`src/rtl/truth_table_sweeper.sv`:
```
// truth_table_sweeper: sweeps every N_IN-bit input vector in ascending order
// into N_CH DUT channels and checks each channel's output bit against a
// golden table.
//
// Ports
//   clk, rst_n        clock (rising edge), asynchronous active-low reset
//   start, abort      begin a sweep (only from IDLE) / stop an active sweep
//   ch_enable[N_CH]   per-channel compare enable, latched on accepted start
//   dut_y[N_CH]       DUT outputs, one bit per channel
//   vec_out[N_IN]     stimulus vector driven to every DUT (MSB = input A)
//   busy, done        sweep in progress / one-cycle completion pulse
//   pass              no enabled channel failed (valid from done to next start)
//   fail_mask[N_CH]   sticky per-channel mismatch flags
//   err_count[CNT_W]  saturating total mismatch count
//   first_fail_vec    vector of the first mismatch, qualified by first_fail_valid

// Per-channel compare: a mismatch is an enabled channel whose output
// disagrees with its golden bit for the current vector.
module tts_lane #(
  parameter int N_IN = 3
) (
  input  logic [(1<<N_IN)-1:0] exp_row,
  input  logic [N_IN-1:0]      vec,
  input  logic                 y,
  input  logic                 en,
  output logic                 mism
);
  assign mism = en & (y ^ exp_row[vec]);
endmodule

module truth_table_sweeper #(
  parameter int N_IN   = 3,
  parameter int N_CH   = 8,
  parameter int SETTLE = 1,
  parameter int CNT_W  = 16,
  parameter logic [N_CH*(1<<N_IN)-1:0] EXPECTED = '0
) (
  input  logic             clk,
  input  logic             rst_n,
  input  logic             start,
  input  logic             abort,
  input  logic [N_CH-1:0]  ch_enable,
  input  logic [N_CH-1:0]  dut_y,
  output logic [N_IN-1:0]  vec_out,
  output logic             busy,
  output logic             done,
  output logic             pass,
  output logic [N_CH-1:0]  fail_mask,
  output logic [CNT_W-1:0] err_count,
  output logic [N_IN-1:0]  first_fail_vec,
  output logic             first_fail_valid
);
  localparam int NV    = 1 << N_IN;
  localparam int SW    = (SETTLE > 1) ? $clog2(SETTLE) : 1;
  localparam int PW    = $clog2(N_CH + 1);
  localparam int SUM_W = CNT_W + PW;

  typedef enum logic [1:0] {IDLE, APPLY, SAMPLE, DONE} state_t;

  state_t            state, state_nx;
  logic [SW-1:0]     settle_cnt;
  logic [N_CH-1:0]   en_q;
  logic [N_CH-1:0]   mism;
  logic [PW-1:0]     pop;
  logic [SUM_W-1:0]  sum;
  logic [CNT_W-1:0]  err_sat;
  logic [N_CH-1:0]   fail_nx;
  logic              accept, smp, last_vec;

  // Abort has priority over start in IDLE and over the sample in SAMPLE:
  // an aborted sample cycle leaves the partial results untouched.
  assign accept   = (state == IDLE) && start && !abort;
  assign smp      = (state == SAMPLE) && !abort;
  assign last_vec = (vec_out == N_IN'(NV - 1));

  for (genvar c = 0; c < N_CH; c++) begin : g_lane
    tts_lane #(.N_IN(N_IN)) u_lane (
      .exp_row (EXPECTED[c*NV +: NV]),
      .vec     (vec_out),
      .y       (dut_y[c]),
      .en      (en_q[c]),
      .mism    (mism[c])
    );
  end

  always_comb begin
    pop = '0;
    for (int i = 0; i < N_CH; i++) pop = pop + PW'(mism[i]);
  end

  // Widened add so the clamp sees the true sum before truncation.
  assign sum     = SUM_W'(err_count) + SUM_W'(pop);
  assign err_sat = (sum > SUM_W'({CNT_W{1'b1}})) ? {CNT_W{1'b1}} : sum[CNT_W-1:0];
  assign fail_nx = fail_mask | mism;

  always_ff @(posedge clk or negedge rst_n) begin
    if (!rst_n) state <= IDLE;
    else        state <= state_nx;
  end

  always_comb begin
    state_nx = state;
    case (state)
      IDLE:   if (accept) state_nx = APPLY;
      APPLY:  if (abort) state_nx = IDLE;
              else if (settle_cnt == SW'(SETTLE - 1)) state_nx = SAMPLE;
      SAMPLE: if (abort) state_nx = IDLE;
              else if (last_vec) state_nx = DONE;
              else state_nx = APPLY;
      DONE:   state_nx = IDLE;
      default: state_nx = IDLE;
    endcase
  end

  always_ff @(posedge clk or negedge rst_n) begin
    if (!rst_n) begin
      settle_cnt       <= '0;
      en_q             <= '0;
      vec_out          <= '0;
      busy             <= 1'b0;
      done             <= 1'b0;
      pass             <= 1'b0;
      fail_mask        <= '0;
      err_count        <= '0;
      first_fail_vec   <= '0;
      first_fail_valid <= 1'b0;
    end else begin
      // busy/done are registered copies of the next state so they line up
      // exactly with the state they describe.
      busy <= (state_nx == APPLY) || (state_nx == SAMPLE);
      done <= (state_nx == DONE);
      if (accept) begin
        vec_out          <= '0;
        settle_cnt       <= '0;
        en_q             <= ch_enable;
        pass             <= 1'b0;
        fail_mask        <= '0;
        err_count        <= '0;
        first_fail_vec   <= '0;
        first_fail_valid <= 1'b0;
      end
      if (state == APPLY) settle_cnt <= settle_cnt + SW'(1);
      if (state == SAMPLE) settle_cnt <= '0;
      if (smp) begin
        fail_mask <= fail_nx;
        err_count <= err_sat;
        if ((mism != '0) && !first_fail_valid) begin
          first_fail_vec   <= vec_out;
          first_fail_valid <= 1'b1;
        end
        if (last_vec) pass <= (fail_nx == '0);
        else          vec_out <= vec_out + N_IN'(1);
      end
    end
  end
endmodule
```
`config.mk`:
```
export PLATFORM = sky130hd
export DESIGN_NAME = truth_table_sweeper
export DESIGN_NICKNAME = d
export VERILOG_FILES = /design/src/rtl/truth_table_sweeper.sv
export SDC_FILE = /design/constraint.sdc
export NUM_CORES = 1
export LEC_CHECK = 0
export ABC_AREA = 1
export CAP_MARGIN = 20
export CORE_ASPECT_RATIO = 1.25
export CORE_MARGIN = 3
export CORE_UTILIZATION = 51
export CTS_CLUSTER_DIAMETER = 40
export DETAILED_ROUTE_END_ITERATION = 10
export GPL_ROUTABILITY_DRIVEN = 0
export PLACE_DENSITY = 0.87
export SETUP_SLACK_MARGIN = 0.15
export SLEW_MARGIN = 15
export SYNTH_ARGS = -nofsm -noshare
export SYNTH_HDL_FRONTEND = slang
export SYNTH_SLANG_ARGS = --single-unit
```
`constraint.sdc`:
```
create_clock -name clk -period 3.92 [get_ports clk]
set_input_delay 0.588 -clock clk [delete_from_list [all_inputs] [get_ports clk]]
set_output_delay 0.588 -clock clk [all_outputs]
set_load 0.1 [all_outputs]
```
==> impl_results.md, run 1 <==
- Outcome: complete, no violations
- Clk_skew: 0.00685 ns
- CTS Sinks: 45
- Crit. End Element: register
- RSZ-0062 raised after global routing: no
- Worst r2r src: en_q[0]$_DFFE_PN0P_
- Die ar.: just under 6000 µm²
- Grt total ovfl: 0
- Critical Path End: err_count[1]$_DFFE_PN0P_
- CTS tree: done
- Least-Margin Pin Slew: 1.00 ns
- DRT antenna net count: 0
- DRT Pass-1 Iters: 4
- Maximum clock frequency: approximately 0.28 GHz
- Combinational family with the most area after synthesis: simple AND/OR/NAND/NOR gates
- Cts hold-fix bufs: 0
- Cts bufs inserted: 5
- Worst EP required: approximately 4.2 ns
- Syn_area_per_cell: 7.81 µm²
- Remaining DRCs: 0
- Reg2reg end: err_count[1]$_DFFE_PN0P_
- Final core utilization: 0.702
- Fin. max-slew vios: 0
- Layout fillers: approximately 400
- WHS: around 0.43 ns
- Clk buf depth: 2
- Maximum VDD drop: a little under 0.0004 V
- Tmin final: approximately 3.6 ns
- Post-DP HPWL: 4500 µm
- CP Class: input pin to register
- P_sw: ~730 µW
- Adder-Cell Fraction of Synth Area: 0.0822
- FF+latch count, synth: 45
- PortBufs: 53
- Count of cell types in the netlist: 30
- First-pass GRT wire length: between 10000 and 15000 µm
- Worst slack, placed: -0.256 ns
- WL per Instance: 13.7 µm
- Final setup vio count: 0
- R2R setup slack: between 0.3 and 0.4 ns
- Final WL: 6210 µm
- Flop pwr share: 0.348
- Leakage power: ~1.8 nW
- Share of post-route cells with drive strength above 1: 0.122
- Slew headroom: 0.331
- Synth Instances: about 330
- Sw frac: 0.436
- Synth Area in Compound Gates: 0.0663
- DR vias/cell: about 5.3
- Post-synthesis sequential area ratio: 0.435
- Mux cell area share after synthesis: 0
- Clock Latency Late Sink: 0.31 ns
- Area grow syn2layout: 30.3%
- Root buffer cell: clkbuf_8
- Worst hold path type: input pin to async pin
- Total core area: around 4800 µm²
- Max-cap violations: 0
- Row count: 28
- CP arrival: ~3.9 ns
- Clock power share: 0.215
- Final hold violation count: 0
- Synth warnings: 0
- Final Cell Area: ~3400 µm²
- Power per cell area: around 500 nW/µm²
- H-Tree Depth: 2
- DR iter-0 viols: 140
- Crit path max fanout: 5
- Comb pwr share: 0.437
- Placed cell area: about 3200 µm²
- Simple-gate share of the synthesized area: 0.336
- Post-Syn Area: between 2000 and 3000 µm²
- Diode count: 0
- Die height: about 86 µm
- Period utilisation layout: 0.925
- Final Net Count: around 430
- CP startpoint kind: input pin
- Total Routing Usage GR: 0.218
- Internal power: 948 µW
- Post-synth net total: 365
- Worst-path clk slew: around 0.090 ns
- Post-Synth XOR/XNOR Area: 0.0135
- Reg2Reg Depth: 15
- Starting Density: 0.539
- Num ports: 54
- Largest net degree at the start of global routing: 46
- Setup crit start: dut_y[0]
- Initial antenna violation count: 0
- Vias in the first global route: 2339
- Worst Slack Setup Final: 0.293 ns
- Routed vias: about 2400
- Die width: around 70 µm
## flip-flops by register name, summed over array words and instances (netlist names), 2 cells and up
| signal | cells |
|---|---|
| err_count | 16 |
| en_q | 8 |
| fail_mask | 8 |
| first_fail_vec | 3 |
| vec_out | 3 |
| state | 2 |
## worst max-delay path: stages
cell	delay, ns
dlymetal6s2s_1	0.14
nand2_2	0.09
inv_2	0.05
fa_1	0.52
inv_2	0.04
fa_1	0.55
fa_1	0.44
fa_2	0.37
inv_2	0.08
fa_2	0.21
nand3_2	0.10
nand2_4	0.12
nand2_4	0.08
nor3_4	0.29
o21ai_1	0.09
nand2_1	0.10
## cells by family (layout without fill, tap and decap cells)
logic type               Yosys count  in the layout
adder cells (fa/ha/maj)           14             14
AO/OA/AOI/OAI                     32             32
buffers and inverters             43            105
XOR/XNOR                           4              4
AND/OR/NAND/NOR                  193            193
flip-flops                        45             45
## how the worst min path moves through the flow
stage | from | to | slack [ns]
2_1_floorplan | rst_n | busy$_DFF_PN0_ | 0.29
5_1_grt | rst_n | err_count[8]$_DFFE_PN0P_ | 0.51
4_1_cts | rst_n | err_count[8]$_DFFE_PN0P_ | 0.47
3_5_place_dp | en_q[2]$_DFFE_PN0P_ | en_q[2]$_DFFE_PN0P_ | 0.47
6_report | rst_n | err_count[4]$_DFFE_PN0P_ | 0.43
3_3_place_gp | en_q[3]$_DFFE_PN0P_ | en_q[3]$_DFFE_PN0P_ | 0.46
## layer usage
layer / GRT usage / vias up / wire length [µm]
li1: - / 1167 / -
met1: 0.252 / 1140 / 2480
met2: 0.389 / 73 / 3250
met3: 0.0516 / 12 / 352
met4: 0.0871 / 0 / 130
met5: 0 / - / 0
## metrics by stage
stage	TNS, ns	std cells	total power [mW]
after floorplan	0	331	1.09
after global placement	-1.64	443	1.28
after detailed placement	-3.14	443	1.30
after CTS	0	452	1.68
after global routing	0	453	1.78
final	0	453	1.68
## synth_stat cells (all sizes together)
cell type / n / area (µm²)
o21ai: 26 / 134
inv: 37 / 139
xor2: 3 / 26.3
clkbuf: 1 / 3.75
nand3: 23 / 128
buf: 5 / 30.0
o32ai: 1 / 8.76
nand2: 133 / 512
a21oi: 3 / 15.0
nor2: 24 / 110
ha: 9 / 113
xnor2: 1 / 8.76
fa: 5 / 100
nand4: 6 / 58.8
dfrtp: 45 / 1130
nor3: 1 / 16.3
o21bai: 1 / 7.51
nand3b: 5 / 37.5
o22ai: 1 / 6.26
or2: 1 / 6.26
## power by group through the flow
| stage | registers (mW) | logic (mW) | clock network [mW] |
|---|---|---|---|
| detailed placement | 0.591 | 0.711 | 0 |
| CTS | 0.583 | 0.727 | 0.368 |
| floorplan | 0.835 | 0.256 | 0 |
| finish | 0.586 | 0.734 | 0.362 |
| global route | 0.593 | 0.800 | 0.388 |
| global placement | 0.588 | 0.687 | 0 |
## what timing repair did
action	CTS	global route
buffers inserted	1	1
resized for setup	6	17
endpoints found under the setup margin	14	16
pin swaps	2	11
## cell type report
type,count,area (µm²),share of cell area
Sequential cell,45,1130,0.335
Tap cell,60,75.1,0.0223
Clock inverter,3,46.3,0.0137
Clock buffer,5,68.8,0.0204
Timing Repair Buffer,60,583,0.173
Multi-Input combinational cell,243,1330,0.395
Inverter,37,139,0.0412
## placed cells by master, fill, tap and decap left out, types with 5 or more instances in the layout
cell	netlist	layout
nand2_1	128	126
clkdlybuf4s50_1	0	50
dfrtp_1	45	44
inv_1	34	29
nand3_1	22	21
nor2_1	20	18
o21ai_0	22	18
ha_1	9	9
inv_2	3	8
buf_4	2	7
nand3b_1	5	5
o21ai_1	3	5
clkbuf_8	0	5
Note: power is estimated with default switching activity, not from simulation.
==> run 2: changes to the inputs <==
--- a/config.mk
+++ b/config.mk
@@ -9,13 +9,14 @@
 export CAP_MARGIN = 20
 export CORE_ASPECT_RATIO = 1.25
 export CORE_MARGIN = 3
-export CORE_UTILIZATION = 51
+export CORE_UTILIZATION = 30
 export CTS_CLUSTER_DIAMETER = 40
 export DETAILED_ROUTE_END_ITERATION = 10
 export GPL_ROUTABILITY_DRIVEN = 0
-export PLACE_DENSITY = 0.87
+export PLACE_DENSITY = 0.56
 export SETUP_SLACK_MARGIN = 0.15
 export SLEW_MARGIN = 15
 export SYNTH_ARGS = -nofsm -noshare
 export SYNTH_HDL_FRONTEND = slang
+export SYNTH_HIERARCHICAL = 1
 export SYNTH_SLANG_ARGS = --single-unit
==> constraint.sdc (replaced) <==
create_clock -name clk -period 3.8 [get_ports clk]
set_input_delay 0.57 -clock clk [delete_from_list [all_inputs] [get_ports clk]]
set_output_delay 0.57 -clock clk [all_outputs]
set_load 0.1 [all_outputs]
==> run 2 against run 1 <==
The flow now finishes with violations (setup timing). Routed wire length grew 60%. Combinational power is 95% higher. Worst hold slack got worse by 0.17 ns. Clock power rose by 38%. Clock skew increased by 0.0048 ns. Critical endpoint is now err_count[10]$_DFFE_PN0P_. Register-to-register slack got worse by 0.66 ns. Largest cell class unchanged.
==> impl_results.md, run 2 <==
- Outcome: finished with violations
- Failing checks: setup timing
- Largest net degree at the start of global routing: 26
- Maximum VDD drop: between 0.0003 and 0.0004 V
- Crit. End Element: register
- CP Class: register to register
- DRT Pass-1 Iters: 4
- Post-synthesis sequential area ratio: 0.313
- CTS Sinks: 45
- FF+latch count, synth: 45
- Die height: 128 µm
- Mux cell area share after synthesis: 0
- Syn_area_per_cell: roughly 6.6 µm²
- Area grow syn2layout: 39.6%
- Total Routing Usage GR: 0.154
- Starting Density: 0.308
- Synth Instances: 545
- FFs w/ async S/R, synth: 1.00
- Least-Margin Pin Slew: about 0.98 ns
- Commonest non-fill, non-tap cell in the layout: nand2_1
- Most common cell in the netlist: nand2_1
- Final setup vio count: 16
- Top cell type by total area after synthesis: dfrtp_1
- Worst-path clk slew: roughly 0.07 ns
- Slew headroom: 0.343
- Prevailing post-synth register cell: dfrtp_1
- Yosys top cell area share: 0.313
- Max-cap violations: 0
- Row count: 44
- Non-Filler Instances: roughly 850
- Max reg flops: 16
- First-pass GRT wire length: 16900 µm
- Post-synth EDFFs: 0
- DRT antenna net count: 0
- Simple-gate share of the synthesized area: 0.424
- Count of cell types in the netlist: 33
- Total core area: approximately 12000 µm²
- Crit-path cells: buf_6, inv_4, nand2_1, nand3_2, nand3_2, a21oi_2, nor2_4, fa_1, inv_1, fa_1, fa_1, fa_2, inv_2, fa_2, nand2_2, nand2_2, o21ai_4, nor2_4, nand2_2, nand2_1, nand2_1, nand2_1
- Die width: ~100 µm
- Max incr delay on CP: 0.51 ns
- Vias in the first global route: between 3000 and 4000
- Worst slack, placed: -0.507 ns
- Post-Syn Area: between 3000 and 4000 µm²
- Top post-synthesis cells by area: dfrtp_1 31%, nand2_1 20%, inv_1 11%, nand3_2 7.0%, nand3_1 4.7%
- Power per cell area: just over 500 nW/µm²
- Num ports: between 50 and 60
- Worst Slack Setup Final: -0.338 ns
- PortBufs: 53
- CTS tree: done
- Layout fillers: 1247
- Leakage power: around 2.4 nW
- Share of post-route cells with drive strength above 1: 0.157
- Routed vias: 3666
- DR vias/cell: 4.31
- Most flops, register: err_count
- Cts bufs inserted: 5
- Synth Area in Compound Gates: 0.0619
- WL per Instance: 11.6 µm
- WHS: 0.255 ns
- Final hold violation count: 0
- Post-DP HPWL: between 7000 and 8000 µm
- Clk buf depth: 2
- Root buffer cell: clkbuf_16
- Clock Latency Late Sink: ~0.3 ns
- Period utilisation layout: 1.09
- Grt total ovfl: 0
- Fin. max-slew vios: 0
- CP arrival: 4.37 ns
- Crit-path most repeated cell: nand2_1
- Placed cells: slightly above 800
- Initial antenna violation count: 0
- Synth cell count leaders: 193 x nand2_1, 104 x inv_1, 45 x dfrtp_1, 40 x nor2_1, 34 x nand3_1
- Regs by FF count: err_count (16), en_q (8), fail_mask (8)
- Worst path slowest cell: dfrtp_4
- Maximum clock frequency: 0.242 GHz
- Crit path max fanout: 7
- RSZ-0062 raised after global routing: yes
- DR iter-0 viols: ~110
- Synth warnings: 6
- Worst EP required: around 4.0 ns
- Remaining DRCs: 0
- Tmin final: about 4.1 ns
- Final WL: around 9900 µm
- Combinational family with the most area after synthesis: simple AND/OR/NAND/NOR gates
- H-Tree Depth: 2
- Diode count: 0
- Clk_skew: about 0.012 ns
- CP startpoint kind: register
- Final Net Count: 723
- Adder-Cell Fraction of Synth Area: 0.0591
- Most frequent cells in the layout: 188 x nand2_1, 103 x inv_1, 64 x conb_1
- Die ar.: approximately 13000 µm²
- Worst hold path type: input pin to async pin
- Post-Synth XOR/XNOR Area: 0.00974
-- run 2: cell count changes in the layout (fill, tap and decap cells not counted), moves of 8 or more --
| cell | before | now |
|---|---|---|
| o21ai_0 | 18 | 7 |
| nor2_1 | 18 | 34 |
| nand3_2 | 1 | 30 |
| buf_4 | 7 | 25 |
| nand3_1 | 21 | 29 |
| conb_1 | 0 | 64 |
| inv_1 | 29 | 103 |
| nand2_1 | 126 | 188 |
-- run 2: cells by family after synthesis --
logic type	after synthesis
compound gates	37
fa+ha+maj	14
flops	45
other cells	1
simple gates	324
xor+xnor	4
buf+inv	120
-- run 2: final cells by class --
class,count,area [µm²],area share
Sequential cell,45,1130,0.226
Timing Repair Buffer,80,746,0.148
Multi-Input combinational cell,444,2350,0.467
Clock inverter,2,35.0,0.00697
Tap cell,161,201,0.0401
Clock buffer,6,129,0.0257
Inverter,113,429,0.0854
-- run 2: report_power, final --
part | internal, mW | switching (mW)
Sequential | 0.560 | 0.0709
Clock | 0.310 | 0.191
Combinational | 0.502 | 0.927
Total | 1.37 | 1.19
-- run 2: metrics by stage --
step | util | total power, mW | cell area [µm²] | setup TNS, ns
after CTS | 0.422 | 2.53 | 4920 | -4.47
after global placement | 0.400 | 1.93 | 4660 | -6.57
after detailed placement | 0.400 | 1.95 | 4660 | -7.25
after global routing | 0.430 | 2.75 | 5020 | -8.30
final | 0.430 | 2.56 | 5020 | -5.01
after floorplan | - | 1.58 | 3870 | -6.07
-- run 2: worst paths after layout --
check / from / endpoint / slack, ns / cells after the start
setup reg to reg: vec_out[0]$_DFF_PN0_ / err_count[10]$_DFFE_PN0P_ / -0.34 / 22
hold / removal: rst_n / err_count[15]$_DFFE_PN0P_ / 0.26 / 1
max in group asynchronous: rst_n / vec_out[0]$_DFF_PN0_ / 2.81 / 2
hold reg to reg: en_q[4]$_DFFE_PN0P_ / en_q[4]$_DFFE_PN0P_ / 0.47 / 2
setup / recovery: vec_out[0]$_DFF_PN0_ / err_count[10]$_DFFE_PN0P_ / -0.34 / 22
min in group clk: en_q[4]$_DFFE_PN0P_ / en_q[4]$_DFFE_PN0P_ / 0.47 / 2
-- run 2: routing by layer --
metal  part of all wire  GRT usage  vias to the layer above
met1               0.45      0.179                     1681
met3              0.030     0.0231                       12
met2               0.51      0.293                       64
li1                   -          -                     1909
met4              0.014     0.0423                        0
met5                  0          0                        -
-- run 2: worst max-delay path: cells and delay by family (launching register included) --
| kind | cells | cell delay, ns |
|---|---|---|
| AND/OR/NAND/NOR | 11 | 1.00 |
| flip-flops | 1 | 0.51 |
| adder cells (fa/ha/maj) | 5 | 1.94 |
| AO/OA/AOI/OAI | 2 | 0.28 |
| buffers and inverters | 4 | 0.32 |
-- run 2: what timing repair did --
item | in CTS | in global routing
hold buffers | 0 | 0
buffers inserted | 6 | 5
hold endpoints to repair | 0 | 0
pin swaps | 3 | 6
cloned | 1 | 0
resized for setup | 13 | 16
endpoints found under the setup margin | 16 | 16
